## config.mk

```make
export PLATFORM = sky130hd
export DESIGN_NAME = ddr_cmd_encoder
export DESIGN_NICKNAME = d
export VERILOG_FILES = /design/src/rtl/ddr_cmd_encoder_pkg.sv /design/src/rtl/ddr_cmd_encoder_bank_timer.sv /design/src/rtl/ddr_cmd_encoder.sv
export SDC_FILE = /design/constraint.sdc
export NUM_CORES = 1
export LEC_CHECK = 0
export CORE_UTILIZATION = 55
export CTS_BUF_LIST = sky130_fd_sc_hd__clkbuf_8
export DETAILED_ROUTE_END_ITERATION = 8
export HOLD_SLACK_MARGIN = 0.08
export PLACE_DENSITY_LB_ADDON = 0.15
export SLEW_MARGIN = 20
export SYNTH_ARGS = -nofsm -noshare
export SYNTH_HDL_FRONTEND = slang
export SYNTH_HIERARCHICAL = 1
export SYNTH_SLANG_ARGS = --single-unit
export TNS_END_PERCENT = 30
```

## constraint.sdc

```tcl
create_clock -name clock_t -period 6.6 [get_ports clock_t]
set_input_delay 0.99 -clock clock_t [delete_from_list [all_inputs] [get_ports clock_t]]
set_output_delay 0.99 -clock clock_t [all_outputs]
set_load 0.02 [all_outputs]
```

## src/rtl/ddr_cmd_encoder_pkg.sv

```systemverilog
// Shared command enum, pin encodings and timing defaults for the DDR4
// command-bus encoder and its bank timers.
package ddr_cmd_encoder_pkg;

  typedef enum logic [2:0] {
    NOP = 3'd0,
    ACT = 3'd1,
    RD  = 3'd2,
    WR  = 3'd3,
    PRE = 3'd4,
    REF = 3'd5
  } ddr_cmd_t;

  localparam int MODE_W    = 19;
  localparam int NUM_BANKS = 16;

  // Init-sequence spacing, honoured upstream by the init sequencer.
  localparam int T_MRD    = 8;
  localparam int T_MOD    = 24;
  localparam int T_ZQINIT = 1024;

  localparam int T_RCD = 10;
  localparam int T_RP  = 10;
  localparam int T_CCD = 4;
  localparam int T_RFC = 160;

  // {RAS_n/A16, CAS_n/A15, WE_n/A14} with ACT_n high.
  localparam logic [2:0] RCW_MRS  = 3'b000;
  localparam logic [2:0] RCW_ZQCL = 3'b110;
  localparam logic [2:0] RCW_RD   = 3'b101;
  localparam logic [2:0] RCW_WR   = 3'b100;
  localparam logic [2:0] RCW_PRE  = 3'b010;
  localparam logic [2:0] RCW_REF  = 3'b001;

  typedef struct packed {
    logic        cs_n;
    logic        act_n;
    logic [2:0]  rcw;
    logic [1:0]  bg;
    logic [1:0]  ba;
    logic        a17;
    logic [13:0] addr;
    logic        par;
  } ddr_pins_t;

  localparam ddr_pins_t PINS_RST = '{cs_n: 1'b1, act_n: 1'b1, rcw: 3'b111,
                                     bg: 2'b00, ba: 2'b00, a17: 1'b0,
                                     addr: 14'h0, par: 1'b0};

  function automatic logic ca_parity(input ddr_pins_t p);
    return ^{p.act_n, p.rcw, p.bg, p.ba, p.a17, p.addr};
  endfunction

endpackage

```

## src/rtl/ddr_cmd_encoder_bank_timer.sv

```systemverilog
// Per-bank saturating down-counter; zero means the bank may take a
// timing-gated command.
module ddr_bank_timer #(
  parameter int CNT_W = 4
) (
  input  logic             clock_t,
  input  logic             reset_n,
  input  logic             load,
  input  logic [CNT_W-1:0] load_val,
  output logic             zero
);

  logic [CNT_W-1:0] cnt_q, cnt_d;

  always_comb begin
    cnt_d = cnt_q;
    if (load)                cnt_d = load_val;
    else if (cnt_q != '0)    cnt_d = cnt_q - 1'b1;
  end

  always_ff @(posedge clock_t or negedge reset_n) begin
    if (!reset_n) cnt_q <= '0;
    else          cnt_q <= cnt_d;
  end

  assign zero = (cnt_q == '0);

endmodule

```

## src/rtl/ddr_cmd_encoder.sv

```systemverilog
// DDR4 command-bus encoder: init-sequencer requests, then timing-gated
// scheduler commands, driven onto registered pins with even CA parity.
module ddr_cmd_encoder
  import ddr_cmd_encoder_pkg::*;
(
  input  logic              clock_t,
  input  logic              reset_n,
  input  logic              mrs_rdy,
  input  logic              des_rdy,
  input  logic              zqcl_rdy,
  input  logic              config_done,
  input  logic [MODE_W-1:0] mode_reg,
  input  logic              cmd_valid,
  output logic              cmd_ready,
  input  logic [2:0]        cmd_type,
  input  logic [1:0]        cmd_bg,
  input  logic [1:0]        cmd_ba,
  input  logic [16:0]       cmd_row,
  input  logic [9:0]        cmd_col,
  input  logic              cmd_ap,
  output logic              cs_n,
  output logic              act_n,
  output logic              ras_n_a16,
  output logic              cas_n_a15,
  output logic              we_n_a14,
  output logic [1:0]        bg,
  output logic [1:0]        ba,
  output logic              a17,
  output logic [13:0]       addr,
  output logic              par,
  output logic              proto_err
);

  localparam int BT_W  = $clog2((T_RCD > T_RP) ? T_RCD : T_RP);
  localparam int CCD_W = $clog2(T_CCD);
  localparam int RFC_W = $clog2(T_RFC);

  typedef enum logic [1:0] {S_INIT, S_RUN, S_RFC} state_t;

  state_t                 state_q, state_d;
  ddr_pins_t              pins_q, pins_d;
  logic                   err_q, err_d;
  logic [CCD_W-1:0]       ccd_q, ccd_d;
  logic [RFC_W-1:0]       rfc_q, rfc_d;
  logic [NUM_BANKS-1:0]   act_open_q, act_open_d;
  logic [NUM_BANKS-1:0]   bank_load, bank_zero;
  logic [BT_W-1:0]        bank_ld_val;
  logic [3:0]             bank_sel;
  ddr_cmd_t               cmd;
  logic                   cmd_ok, issue;

  assign cmd      = ddr_cmd_t'(cmd_type);
  assign bank_sel = {cmd_bg, cmd_ba};

  for (genvar i = 0; i < NUM_BANKS; i++) begin : g_bank
    ddr_bank_timer #(.CNT_W(BT_W)) u_timer (
      .clock_t  (clock_t),
      .reset_n  (reset_n),
      .load     (bank_load[i]),
      .load_val (bank_ld_val),
      .zero     (bank_zero[i])
    );
  end

  // A bank whose last command was ACT cannot be re-activated without PRE.
  always_comb begin
    case (cmd)
      ACT:     cmd_ok = bank_zero[bank_sel] && !act_open_q[bank_sel];
      RD, WR:  cmd_ok = bank_zero[bank_sel] && (ccd_q == '0);
      default: cmd_ok = 1'b1;
    endcase
  end

  assign cmd_ready = (state_q == S_RUN) && cmd_ok;
  assign issue     = cmd_ready && cmd_valid;

  always_comb begin
    state_d     = state_q;
    err_d       = err_q;
    rfc_d       = rfc_q;
    ccd_d       = (ccd_q != '0) ? ccd_q - 1'b1 : ccd_q;
    act_open_d  = act_open_q;
    bank_load   = '0;
    bank_ld_val = BT_W'(T_RP - 1);
    pins_d      = pins_q;
    pins_d.cs_n = 1'b1;
    case (state_q)
      S_INIT: begin
        if ((mrs_rdy & zqcl_rdy) | (mrs_rdy & des_rdy) | (zqcl_rdy & des_rdy)) err_d = 1'b1;
        if (mrs_rdy) begin
          pins_d.cs_n  = 1'b0;
          pins_d.act_n = 1'b1;
          pins_d.rcw   = RCW_MRS;
          pins_d.bg    = mode_reg[18:17];
          pins_d.ba    = mode_reg[16:15];
          pins_d.a17   = mode_reg[14];
          pins_d.addr  = mode_reg[13:0];
        end else if (zqcl_rdy) begin
          pins_d.cs_n  = 1'b0;
          pins_d.act_n = 1'b1;
          pins_d.rcw   = RCW_ZQCL;
          pins_d.bg    = 2'b00;
          pins_d.ba    = 2'b00;
          pins_d.a17   = 1'b0;
          pins_d.addr  = 14'h0400;
        end
        if (config_done) state_d = S_RUN;
      end
      S_RUN: begin
        if (mrs_rdy | zqcl_rdy) err_d = 1'b1;
        if (issue && cmd != NOP) begin
          pins_d.cs_n  = 1'b0;
          pins_d.act_n = 1'b1;
          pins_d.bg    = cmd_bg;
          pins_d.ba    = cmd_ba;
          pins_d.a17   = 1'b0;
          pins_d.addr  = '0;
          case (cmd)
            ACT: begin
              pins_d.act_n         = 1'b0;
              pins_d.rcw           = cmd_row[16:14];
              pins_d.addr          = cmd_row[13:0];
              bank_load[bank_sel]  = 1'b1;
              bank_ld_val          = BT_W'(T_RCD - 1);
              act_open_d[bank_sel] = 1'b1;
            end
            RD, WR: begin
              pins_d.rcw           = (cmd == RD) ? RCW_RD : RCW_WR;
              pins_d.addr          = {3'b000, cmd_ap, cmd_col};
              ccd_d                = CCD_W'(T_CCD - 1);
              bank_load[bank_sel]  = cmd_ap;
              act_open_d[bank_sel] = 1'b0;
            end
            PRE: begin
              pins_d.rcw           = RCW_PRE;
              bank_load[bank_sel]  = 1'b1;
              act_open_d[bank_sel] = 1'b0;
            end
            REF: begin
              pins_d.rcw = RCW_REF;
              pins_d.bg  = 2'b00;
              pins_d.ba  = 2'b00;
              state_d    = S_RFC;
              rfc_d      = RFC_W'(T_RFC - 1);
            end
            default: pins_d.cs_n = 1'b1;
          endcase
        end
        if (!config_done) begin
          state_d = S_INIT;
          err_d   = 1'b1;
        end
      end
      S_RFC: begin
        if (mrs_rdy | zqcl_rdy) err_d = 1'b1;
        if (rfc_q == '0) state_d = S_RUN;
        else             rfc_d   = rfc_q - 1'b1;
      end
      default: state_d = S_INIT;
    endcase
    // DES cycles hold address pins but force parity low.
    pins_d.par = pins_d.cs_n ? 1'b0 : ca_parity(pins_d);
  end

  always_ff @(posedge clock_t or negedge reset_n) begin
    if (!reset_n) begin
      state_q    <= S_INIT;
      pins_q     <= PINS_RST;
      err_q      <= 1'b0;
      ccd_q      <= '0;
      rfc_q      <= '0;
      act_open_q <= '0;
    end else begin
      state_q    <= state_d;
      pins_q     <= pins_d;
      err_q      <= err_d;
      ccd_q      <= ccd_d;
      rfc_q      <= rfc_d;
      act_open_q <= act_open_d;
    end
  end

  assign cs_n                              = pins_q.cs_n;
  assign act_n                             = pins_q.act_n;
  assign {ras_n_a16, cas_n_a15, we_n_a14}  = pins_q.rcw;
  assign bg                                = pins_q.bg;
  assign ba                                = pins_q.ba;
  assign a17                               = pins_q.a17;
  assign addr                              = pins_q.addr;
  assign par                               = pins_q.par;
  assign proto_err                         = err_q;

endmodule

```

==> results.tsv, run 1 <==
metric	value	unit
fraction of registers with async set/reset	100.0	%
status	finished, final reports clean	
largest net degree at the start of global routing	78	
Layout Nets	981	
Setup Crit Path Kind	in2out	
vias in the first global route	6437	
DRT Wirelength	18.31	mm
Rel. slew slack	30.06	%
crit-path most repeated cell	clkdlybuf4s50_1	
post-route clock period utilization	73.96	%
row count	42	
minimum hold slack	477.7	ps
Final Slew Violations	0	
Die Area	14170	um2
Clock Skews	10.72	ps
number of port buffers	87	
DRC violations left	0	
global placement routability congestion	0.9309	
dpl ws	1447	ps
Max FO, Critical Path	13	
# clock sinks	118	
Worst Setup End Kind	primary output	
TritonCTS clock tree	built	
Skew-Pair Late Insertion Delay	440	ps
Setup TNS	0	ps
first-pass GRT wire length	30.30	mm
vias per cell	5.649	
Hold Path Class	reg2reg	
CTS buffer count	17	
minimum clock period	4882	ps
max-cap viol count	0	
Req. time, crit path	5610	ps
Worst Path Arrival	3890	ps
area share of the largest cell type after synthesis	37.52	%
via count	6141	
fmax	204.9	MHz
routed length per instance	16.84	um
initial antenna violation count	0	
Total Routing Usage GR	27.30	%
CP Launch Type	input port	
post-synthesis sequential area ratio	39.27	%
PD cells	479.5	nW/um2
layout cell share with drive strength beyond 1	11.96	%
H-tree depth	4	
Yosys cell types	66	
delay-heaviest family, CP	buffers and inverters	
DRT iter0 DRCs	455	
measured slew at the worst slew-check pin	1049	ps
Antenna Nets Post-Route	0	
number of diodes	0	
CTS root buf	clkbuf_8	
Final Hold Fails	0	
post-route core utilization	68.69	%
setup ws final	1718	ps
Synth Flop Type	dfrtp_1	
maximum clock path buffer count	2	
Die X	119.1	um
worst stage delay on the critical path	900	ps
Core ar.	13300	um2
Post-synth EDFFs	0	
CTS clk-pin slew, worst paths	70	ps
synth top area cells	dfrtp_1 (38%), mux2i_1 (6.6%), mux2_2 (4.8%), nor3b_4 (4.0%), nand2_1 (3.9%)	
worst path bufs/invs	3	
die height	119.1	um
Initial DRT Pass Iterations	6	
setup repair bufs after CTS	0	
Synth Instances	764	
hold buffers post-CTS	0	
Setup Viol. Count Final	0	
area added between synthesis and finish	21.19	%
unrepaired setup endpoints after global routing	no	
post-cts resize count	0	
Initial Util	56.68	%
Fillers	1031	
Overflow after GRT	0	
mapped cell area	7536	um2
Worst path slowest cell	clkdlybuf4s50_1	
leading area contributor after synthesis	dfrtp_1	
io pins	88	
Peak supply drop	367.7	uV
Synth Register Bits	118	
synth warn	6	
Avg Cell Area, Syn	9.864	um2
final HPWL from detailed placement	13.25	mm
leak pwr	3.961	nW
crit path cell chain	clkdlybuf4s50_1, buf_4, mux2i_1, a221oi_1, and3_4, o211ai_4, a21oi_1, clkdlybuf4s50_1	
[cells by family (layout without fill, tap and decap cells)]
| group | Yosys count | count (layout) | share of synthesized area (%) |
|---|---|---|---|
| and+or+nand+nor | 264 | 264 | 19.99 |
| AOI/OAI and AO/OA | 159 | 159 | 15.37 |
| DFF | 118 | 118 | 39.27 |
| muxes | 82 | 82 | 11.42 |
| buffers and inverters | 81 | 166 | 4.898 |
| xor gates and xnor gates | 36 | 36 | 5.296 |
| adders and majority gates | 22 | 22 | 3.653 |
| other | 2 | 64 | 0.09966 |
[power breakdown]
| part | total [mW] | internal, mW | leakage [nW] | switching (mW) |
|---|---|---|---|---|
| logic | 2.32 | 1.26 | 2.28 | 1.06 |
| clock network | 0.741 | 0.441 | 0.232 | 0.300 |
| registers | 1.32 | 1.05 | 1.44 | 0.273 |
| total | 4.38 | 2.75 | 3.96 | 1.63 |
[metrics by stage]
step / area, um2 / std cells / total power, mW
4_1_cts: 9130 / 1087 / 4.389
3_3_place_gp: 8680 / 1055 / 3.526
6_report: 9133 / 1087 / 4.379
3_5_place_dp: 8680 / 1055 / 3.635
5_1_grt: 9133 / 1087 / 4.671
2_1_floorplan: 7769 / 826 / 3.069
[routing by layer]
metal	up-vias	part of all wire, %	global-route usage (%)
met5	-	0	0
met4	0	2.5	12.90
met3	40	5.2	5.747
met2	181	50	46.58
met1	2981	43	32.80
li1	2939	-	-
[cells in the final DEF, fill, tap and decap left out, types with 6 or more instances in the layout]
cell type and n:
nor2b_1 21, mux2_2 32, a31oi_1 6, ha_1 22
a221o_1 18, mux2i_1 50, nor3_1 35, a22oi_1 13
nand3_1 8, a22o_1 18, nor3b_4 16, o21ai_0 31
xnor2_1 25, nor3b_1 16, conb_1 64, a21oi_1 14
clkdlybuf4s50_1 86, dfrtp_1 113, inv_1 42, o21ai_1 18
clkbuf_8 20, nor2_1 59, nand2_1 78
[path summary, 6_finish.rpt]
| kind | slack, ps | to | depth (start not counted) | start |
|---|---|---|---|---|
| worst max-delay path | 1720 | cmd_ready | 8 | cmd_ba[1] |
| min in group asynchronous | 550 | g_bank[13].u_timer/cnt_q[1]$_DFFE_PN0P_ | 1 | reset_n |
| worst max register to register | 2570 | g_bank[3].u_timer/cnt_q[3]$_DFFE_PN0P_ | 13 | g_bank[1].u_timer/cnt_q[0]$_DFFE_PN0P_ |
| worst min-delay path | 480 | ccd_q[0]$_DFF_PN0_ | 1 | ccd_q[0]$_DFF_PN0_ |
| max in group asynchronous | 4630 | addr[0]$_DFF_PN0_ | 2 | reset_n |
| worst min register to register | 480 | ccd_q[0]$_DFF_PN0_ | 1 | ccd_q[0]$_DFF_PN0_ |
[synthesized netlist by cell type, types with 3 or more instances]
cell and count:
dfrtp_1 113, nand2_1 78, nor2_1 60, mux2i_1 50, inv_1 42, nor3_1 35, mux2_2 32, o21ai_0 31
clkbuf_1 29, xnor2_1 25, ha_1 22, nor2b_1 21, a221o_1 18, a22o_1 18, o21ai_1 18, nor3b_1 16
nor3b_4 16, a21oi_1 14, a22oi_1 13, nand3_1 8, a31oi_1 6, a221oi_1 5, dfstp_2 5, xnor3_1 5
xor2_1 5, a21o_1 4, a31o_2 4, a32oi_1 4, buf_6 4, nand2b_1 4, o211ai_1 4, o22ai_1 4
or2_2 4, or3_1 4, and2_1 3
[worst reg2reg max path: cells and delay by family (launching register included)]
family                     cells  cell delay (ps)
adders and majority gates      1              230
AOI/OAI and AO/OA              4             1310
buffers and inverters          1               90
muxes                          1              120
and+or+nand+nor                6             1780
DFF                            1              390
[layout make-up]
cell class	count	area [um2]	share of cell area (%)
Inverter	43	161.4	1.767
Multi-Input combinational cell	627	4443	48.65
Clock buffer	20	275.3	3.014
Timing Repair Buffer	91	898.4	9.837
Sequential cell	118	2959	32.40
Tap cell	176	220.2	2.411
Clock inverter	12	175.2	1.918
Note: power is estimated with default switching activity, not from simulation.
==> run 2: changes to the inputs <==
clock period = 5 ns   (was 6.6 ns; I/O delays follow)
==> run 2 against run 1 <==
Sequential power increased by 33%. Largest power group unchanged. Wire length increased by 2.3%. Worst setup slack worse by 1100 ps. Cell count rose by 0.28%.
==> results.tsv, run 2 (synthesis results as in run 1) <==
metric	value	unit
CTS root buf	clkbuf_8	
H-tree depth	4	
Setup Viol. Count Final	0	
initial antenna violation count	0	
DRC violations left	0	
area added between synthesis and finish	20.79	%
# clock sinks	118	
dpl ws	196.0	ps
Setup TNS	0	ps
DRT iter0 DRCs	516	
commonest cells after routing, fill and taps aside	dfrtp_1 (113), clkdlybuf4s50_1 (86), nand2_1 (78)	
layout cell share with drive strength beyond 1	11.71	%
row count	42	
Antenna Nets Post-Route	0	
unrepaired setup endpoints after global routing	no	
Skew-Pair Late Insertion Delay	450	ps
vias in the first global route	6523	
Rel. slew slack	34.26	%
minimum clock period	4386	ps
max-cap viol count	0	
measured slew at the worst slew-check pin	986.1	ps
area of the multi-input gates	4441	um2
first-pass GRT wire length	31.19	mm
Final Slew Violations	0	
DRT Wirelength	18.72	mm
Max FO, Critical Path	13	
CTS buffer count	17	
PD cells	626.9	nW/um2
leak pwr	3.969	nW
commonest non-fill, non-tap cell in the layout	dfrtp_1	
Clock Skews	11.57	ps
R2R Path End	g_bank[15].u_timer/cnt_q[3]$_DFFE_PN0P_	
Fillers	1043	
CTS clk-pin slew, worst paths	70	ps
final instance area	9102	um2
Initial Util	56.68	%
setup repair bufs after CTS	0	
Setup Crit Path Kind	in2reg	
die height	119.1	um
post-cts resize count	0	
maximum clock path buffer count	2	
global placement routability congestion	0.8667	
via count	6287	
Core ar.	13300	um2
Worst Path Arrival	4720	ps
TritonCTS clock tree	built	
largest net degree at the start of global routing	77	
hold buffers post-CTS	0	
RR Startpoint	g_bank[13].u_timer/cnt_q[0]$_DFFE_PN0P_	
Peak supply drop	415.5	uV
setup ws final	613.8	ps
Die Area	14170	um2
Hold Path Class	in2async	
Layout Nets	987	
Req. time, crit path	5330	ps
CP startpoint	cmd_ba[1]	
post-route clock period utilization	87.72	%
Overflow after GRT	0	
Initial DRT Pass Iterations	7	
placed cell area	8725	um2
vias per cell	5.768	
Final Hold Fails	0	
number of port buffers	87	
fmax	228.0	MHz
Total Routing Usage GR	28.07	%
Die X	119.1	um
Worst Setup End Kind	register	
number of diodes	0	
routed length per instance	17.18	um
reg2reg path depth	13	
io pins	88	
Worst R2R Setup Slack	970	ps
status	finished, final reports clean	
CP Launch Type	input port	
crit path to	g_bank[15].u_timer/cnt_q[3]$_DFFE_PN0P_	
FF+latch area	2959	um2
final HPWL from detailed placement	13.61	mm
-- run 2: cell count changes in the layout (fill, tap and decap cells not counted), sizes merged --
| cell | before | now |
|---|---|---|
| clkbuf | 20 | 21 |
| inv | 42 | 46 |
| buf | 5 | 11 |
| clkinv | 9 | 3 |
| bufinv | 4 | 2 |
-- run 2: area by class of cell --
class | count | share of cell area (%)
tap | 176 | 2.419
clock inverter | 8 | 0.9347
timing repair buffer | 97 | 10.41
clock buffer | 21 | 3.175
sequential | 118 | 32.51
inverter | 43 | 1.773
multi-input combinational | 627 | 48.78
-- run 2: worst max-delay path, cell delays in order --
cell	delay, ps
clkdlybuf4s50_1	1000
mux2i_1	190
a22oi_1	320
and3_4	260
o211a_1	450
o21ai_4	200
nor2_1	320
nand3_1	240
nor2_1	530
nor3_1	100
a221o_1	340
-- run 2: worst min-delay path by stage --
stage / end / slack [ps] / cells after the start
6_report: g_bank[15].u_timer/cnt_q[0]$_DFFE_PN0P_ / 320 / 1
3_3_place_gp: ccd_q[0]$_DFF_PN0_ / 460 / 1
2_1_floorplan: ccd_q[0]$_DFF_PN0_ / 440 / 1
5_1_grt: g_bank[15].u_timer/cnt_q[3]$_DFFE_PN0P_ / 370 / 1
3_5_place_dp: ccd_q[0]$_DFF_PN0_ / 480 / 1
4_1_cts: g_bank[13].u_timer/cnt_q[2]$_DFFE_PN0P_ / 490 / 1
-- run 2: per-layer routing --
metal  GRT usage (%)  vias to the layer above  part of all wire [%]
met4           10.21                        0                   2.5
met5               0                        -                     0
met2           48.95                      199                    50
met3           7.663                       49                   5.4
met1           32.87                     3082                    42
li1                -                     2957                     -
-- run 2: power by group --
| part | leakage, nW | total, mW | internal [mW] | switching, mW |
|---|---|---|---|---|
| logic | 2.32 | 3.11 | 1.67 | 1.44 |
| registers | 1.44 | 1.75 | 1.39 | 0.367 |
| clock network | 0.208 | 0.846 | 0.478 | 0.367 |
-- run 2: stage by stage --
step / hold slack (ps) / total power, mW / utilization, % / instances
6_report: 324.2 / 5.706 / 68.46 / 1090
5_1_grt: 366.7 / 6.078 / 68.46 / 1090
4_1_cts: 486.9 / 5.709 / 68.44 / 1090
3_5_place_dp: 476.1 / 4.840 / 65.62 / 1061
3_3_place_gp: 458.9 / 4.655 / 65.62 / 1061
2_1_floorplan: 438.4 / 4.051 / - / 826
==> run 3: changes to the inputs <==
ABC_AREA = 1   (was unset)
CORE_MARGIN = 4   (was unset)
==> run 3 against run 2 <==
Maximum frequency rose by 3.7%. Global-route usage fell by 2.0 points. Sequential power barely moved. Worst setup slack improved by 150 ps. Sequential share of layout area fell by 2.8 points. Wire length rose by 15%. Via count rose by 32%. Synthesized cell count rose by 65%. Die area rose by 20%. Flip-flop and latch count did not move. Total power rose by 14%. Largest power group unchanged.
==> results.tsv, run 3 <==
metric	value	unit
row count	44	
H-tree depth	4	
CTS root buf	clkbuf_8	
synth top area cells	dfrtp_1 (34%), nand2_1 (22%), inv_1 (8.5%), o21ai_0 (7.6%), nand3_1 (3.8%)	
area of the multi-input gates	4683	um2
Initial Util	56.42	%
max-cap viol count	0	
via count	8277	
TritonCTS clock tree	built	
setup repair bufs after CTS	0	
Setup Viol. Count Final	0	
worst stage delay on the critical path	710	ps
Layout Nets	1500	
Initial DRT Pass Iterations	5	
Setup TNS	0	ps
Core ar.	14640	um2
Die X	130.6	um
Worst path slowest cell	clkdlybuf4s50_1	
hold buffers post-CTS	0	
leading area contributor after synthesis	dfrtp_1	
measured slew at the worst slew-check pin	970.3	ps
commonest cells after routing, fill and taps aside	nand2_1 (489), inv_1 (190), o21ai_0 (125)	
mapped cell area	8262	um2
leak pwr	5.200	nW
status	finished, final reports clean	
setup ws final	768.6	ps
Peak supply drop	455.2	uV
post-synthesis sequential area ratio	35.82	%
Max FO, Critical Path	23	
Die Area	17050	um2
Post-synth EDFFs	0	
largest net degree at the start of global routing	46	
final HPWL from detailed placement	16.12	mm
number of diodes	0	
Hold Path Class	in2async	
synth cell count leaders	nand2_1 (489), inv_1 (187), o21ai_0 (125)	
PD cells	653.6	nW/um2
Final Slew Violations	0	
Worst Setup End Kind	register	
synth warn	6	
Total Routing Usage GR	26.03	%
Overflow after GRT	0	
Final Hold Fails	0	
most frequent cell after synthesis	nand2_1	
Rel. slew slack	35.32	%
Antenna Nets Post-Route	0	
vias per cell	5.131	
Final Total Pwr	6.515	mW
unrepaired setup endpoints after global routing	no	
delay-heaviest family, CP	simple AND/OR/NAND/NOR gates	
fmax	236.3	MHz
global placement routability congestion	0.9433	
CTS buffer count	17	
area share of the largest cell type after synthesis	34.23	%
routed length per instance	13.36	um
worst path bufs/invs	4	
# clock sinks	118	
crit-path most repeated cell	nand2_1	
reg2reg path depth	22	
vias in the first global route	7622	
Fillers	1263	
CTS clk-pin slew, worst paths	70	ps
Synth Flop Type	dfrtp_1	
CP Launch Type	input port	
maximum clock path buffer count	2	
commonest non-fill, non-tap cell in the layout	nand2_1	
layout cell share with drive strength beyond 1	7.068	%
post-cts resize count	0	
fraction of registers with async set/reset	100.0	%
io pins	88	
number of port buffers	87	
Worst Path Arrival	4550	ps
Synth Instances	1259	
Clock Skews	13.08	ps
stages on the worst setup path	20	
area added between synthesis and finish	20.66	%
DRT Wirelength	21.55	mm
dpl ws	408.3	ps
Skew-Pair Late Insertion Delay	450	ps
first-pass GRT wire length	35.49	mm
DRT iter0 DRCs	635	
crit path cell chain	clkdlybuf4s50_1, buf_4, nand2_1, nand2_1, nand2_1, nand2_1, nand2_1, nand2_1, nor2_1, nor2_1, nand2_1, nand2_2, nand3_4, inv_2, o31ai_4, buf_8, nor3_1, o21ai_0, nand2_1, o21ai_0	
Yosys cell types	43	
minimum clock period	4231	ps
FF+latch area	2959	um2
DRC violations left	0	
Setup Crit Path Kind	in2reg	
Avg Cell Area, Syn	6.562	um2
die height	130.6	um
initial antenna violation count	0	
Req. time, crit path	5320	ps
post-route clock period utilization	84.63	%
Synth Register Bits	118	
## run 3: changes by cell type in the layout (fill, tap and decap cells not counted), sizes merged, moves of 13 or more
cell / change
nand2: +414
inv: +149
o21ai: +78
nand3: +74
mux2i: -50
mux2: -32
nor3b: -32
nor2: +23
nor2b: -22
a221o: -18
a22o: -18
nand4: +17
nor3: -13
## run 3: final timing paths
kind                       slack, ps                              startpoint                                      end
max                              770                               cmd_ba[0]  g_bank[14].u_timer/cnt_q[1]$_DFFE_PN0P_
min                              290                                 reset_n  g_bank[15].u_timer/cnt_q[3]$_DFFE_PN0P_
max reg2reg                     1050  g_bank[2].u_timer/cnt_q[0]$_DFFE_PN0P_  g_bank[14].u_timer/cnt_q[1]$_DFFE_PN0P_
min reg2reg                      460                      ccd_q[0]$_DFF_PN0_                       ccd_q[0]$_DFF_PN0_
max in group asynchronous       3680                                 reset_n                        addr[6]$_DFF_PN0_
min in group clock_t             460                      ccd_q[0]$_DFF_PN0_                       ccd_q[0]$_DFF_PN0_
## run 3: routing by layer
layer	vias up	wire, um	global-route usage, %
li1	4223	-	-
met1	3750	9766	35.65
met2	266	10050	41.67
met3	38	1339	5.528
met4	0	393	7.925
met5	-	0	0
## run 3: kinds of logic (layout without fill, tap and decap cells)
kind of cell / count (synthesis) / in the layout / synth area share [%]
xor gates and xnor gates: 21 / 21 / 2.226
buffers and inverters: 217 / 325 / 10.48
and+or+nand+nor: 704 / 704 / 36.36
AOI/OAI and AO/OA: 175 / 175 / 11.69
other: 2 / 64 / 0.09090
adders and majority gates: 22 / 22 / 3.332
DFF: 118 / 118 / 35.82
## run 3: area by class of cell
class	count	area share, %
Clock buffer	21	2.899
Inverter	195	7.368
Timing Repair Buffer	99	9.690
Multi-Input combinational cell	986	46.98
Sequential cell	118	29.68
Clock inverter	10	1.067
Tap cell	184	2.310
## run 3: metrics by stage
step | utilization, % | instance area (um2) | cells | hold slack [ps]
final | 68.07 | 9968 | 1613 | 289.3
after global routing | 68.07 | 9968 | 1613 | 318.1
after CTS | 68.07 | 9968 | 1613 | 293.2
after detailed placement | 65.37 | 9573 | 1582 | 449.2
after global placement | 65.21 | 9549 | 1581 | 451.5
after floorplan | - | 8494 | 1321 | 424.3
## run 3: where the power goes
group / leakage [nW] / internal, mW / switching [mW] / total, mW
Combinational: 3.55 / 1.44 / 2.47 / 3.91
Sequential: 1.43 / 1.41 / 0.316 / 1.73
Clock: 0.211 / 0.487 / 0.395 / 0.882
Total: 5.20 / 3.34 / 3.18 / 6.52
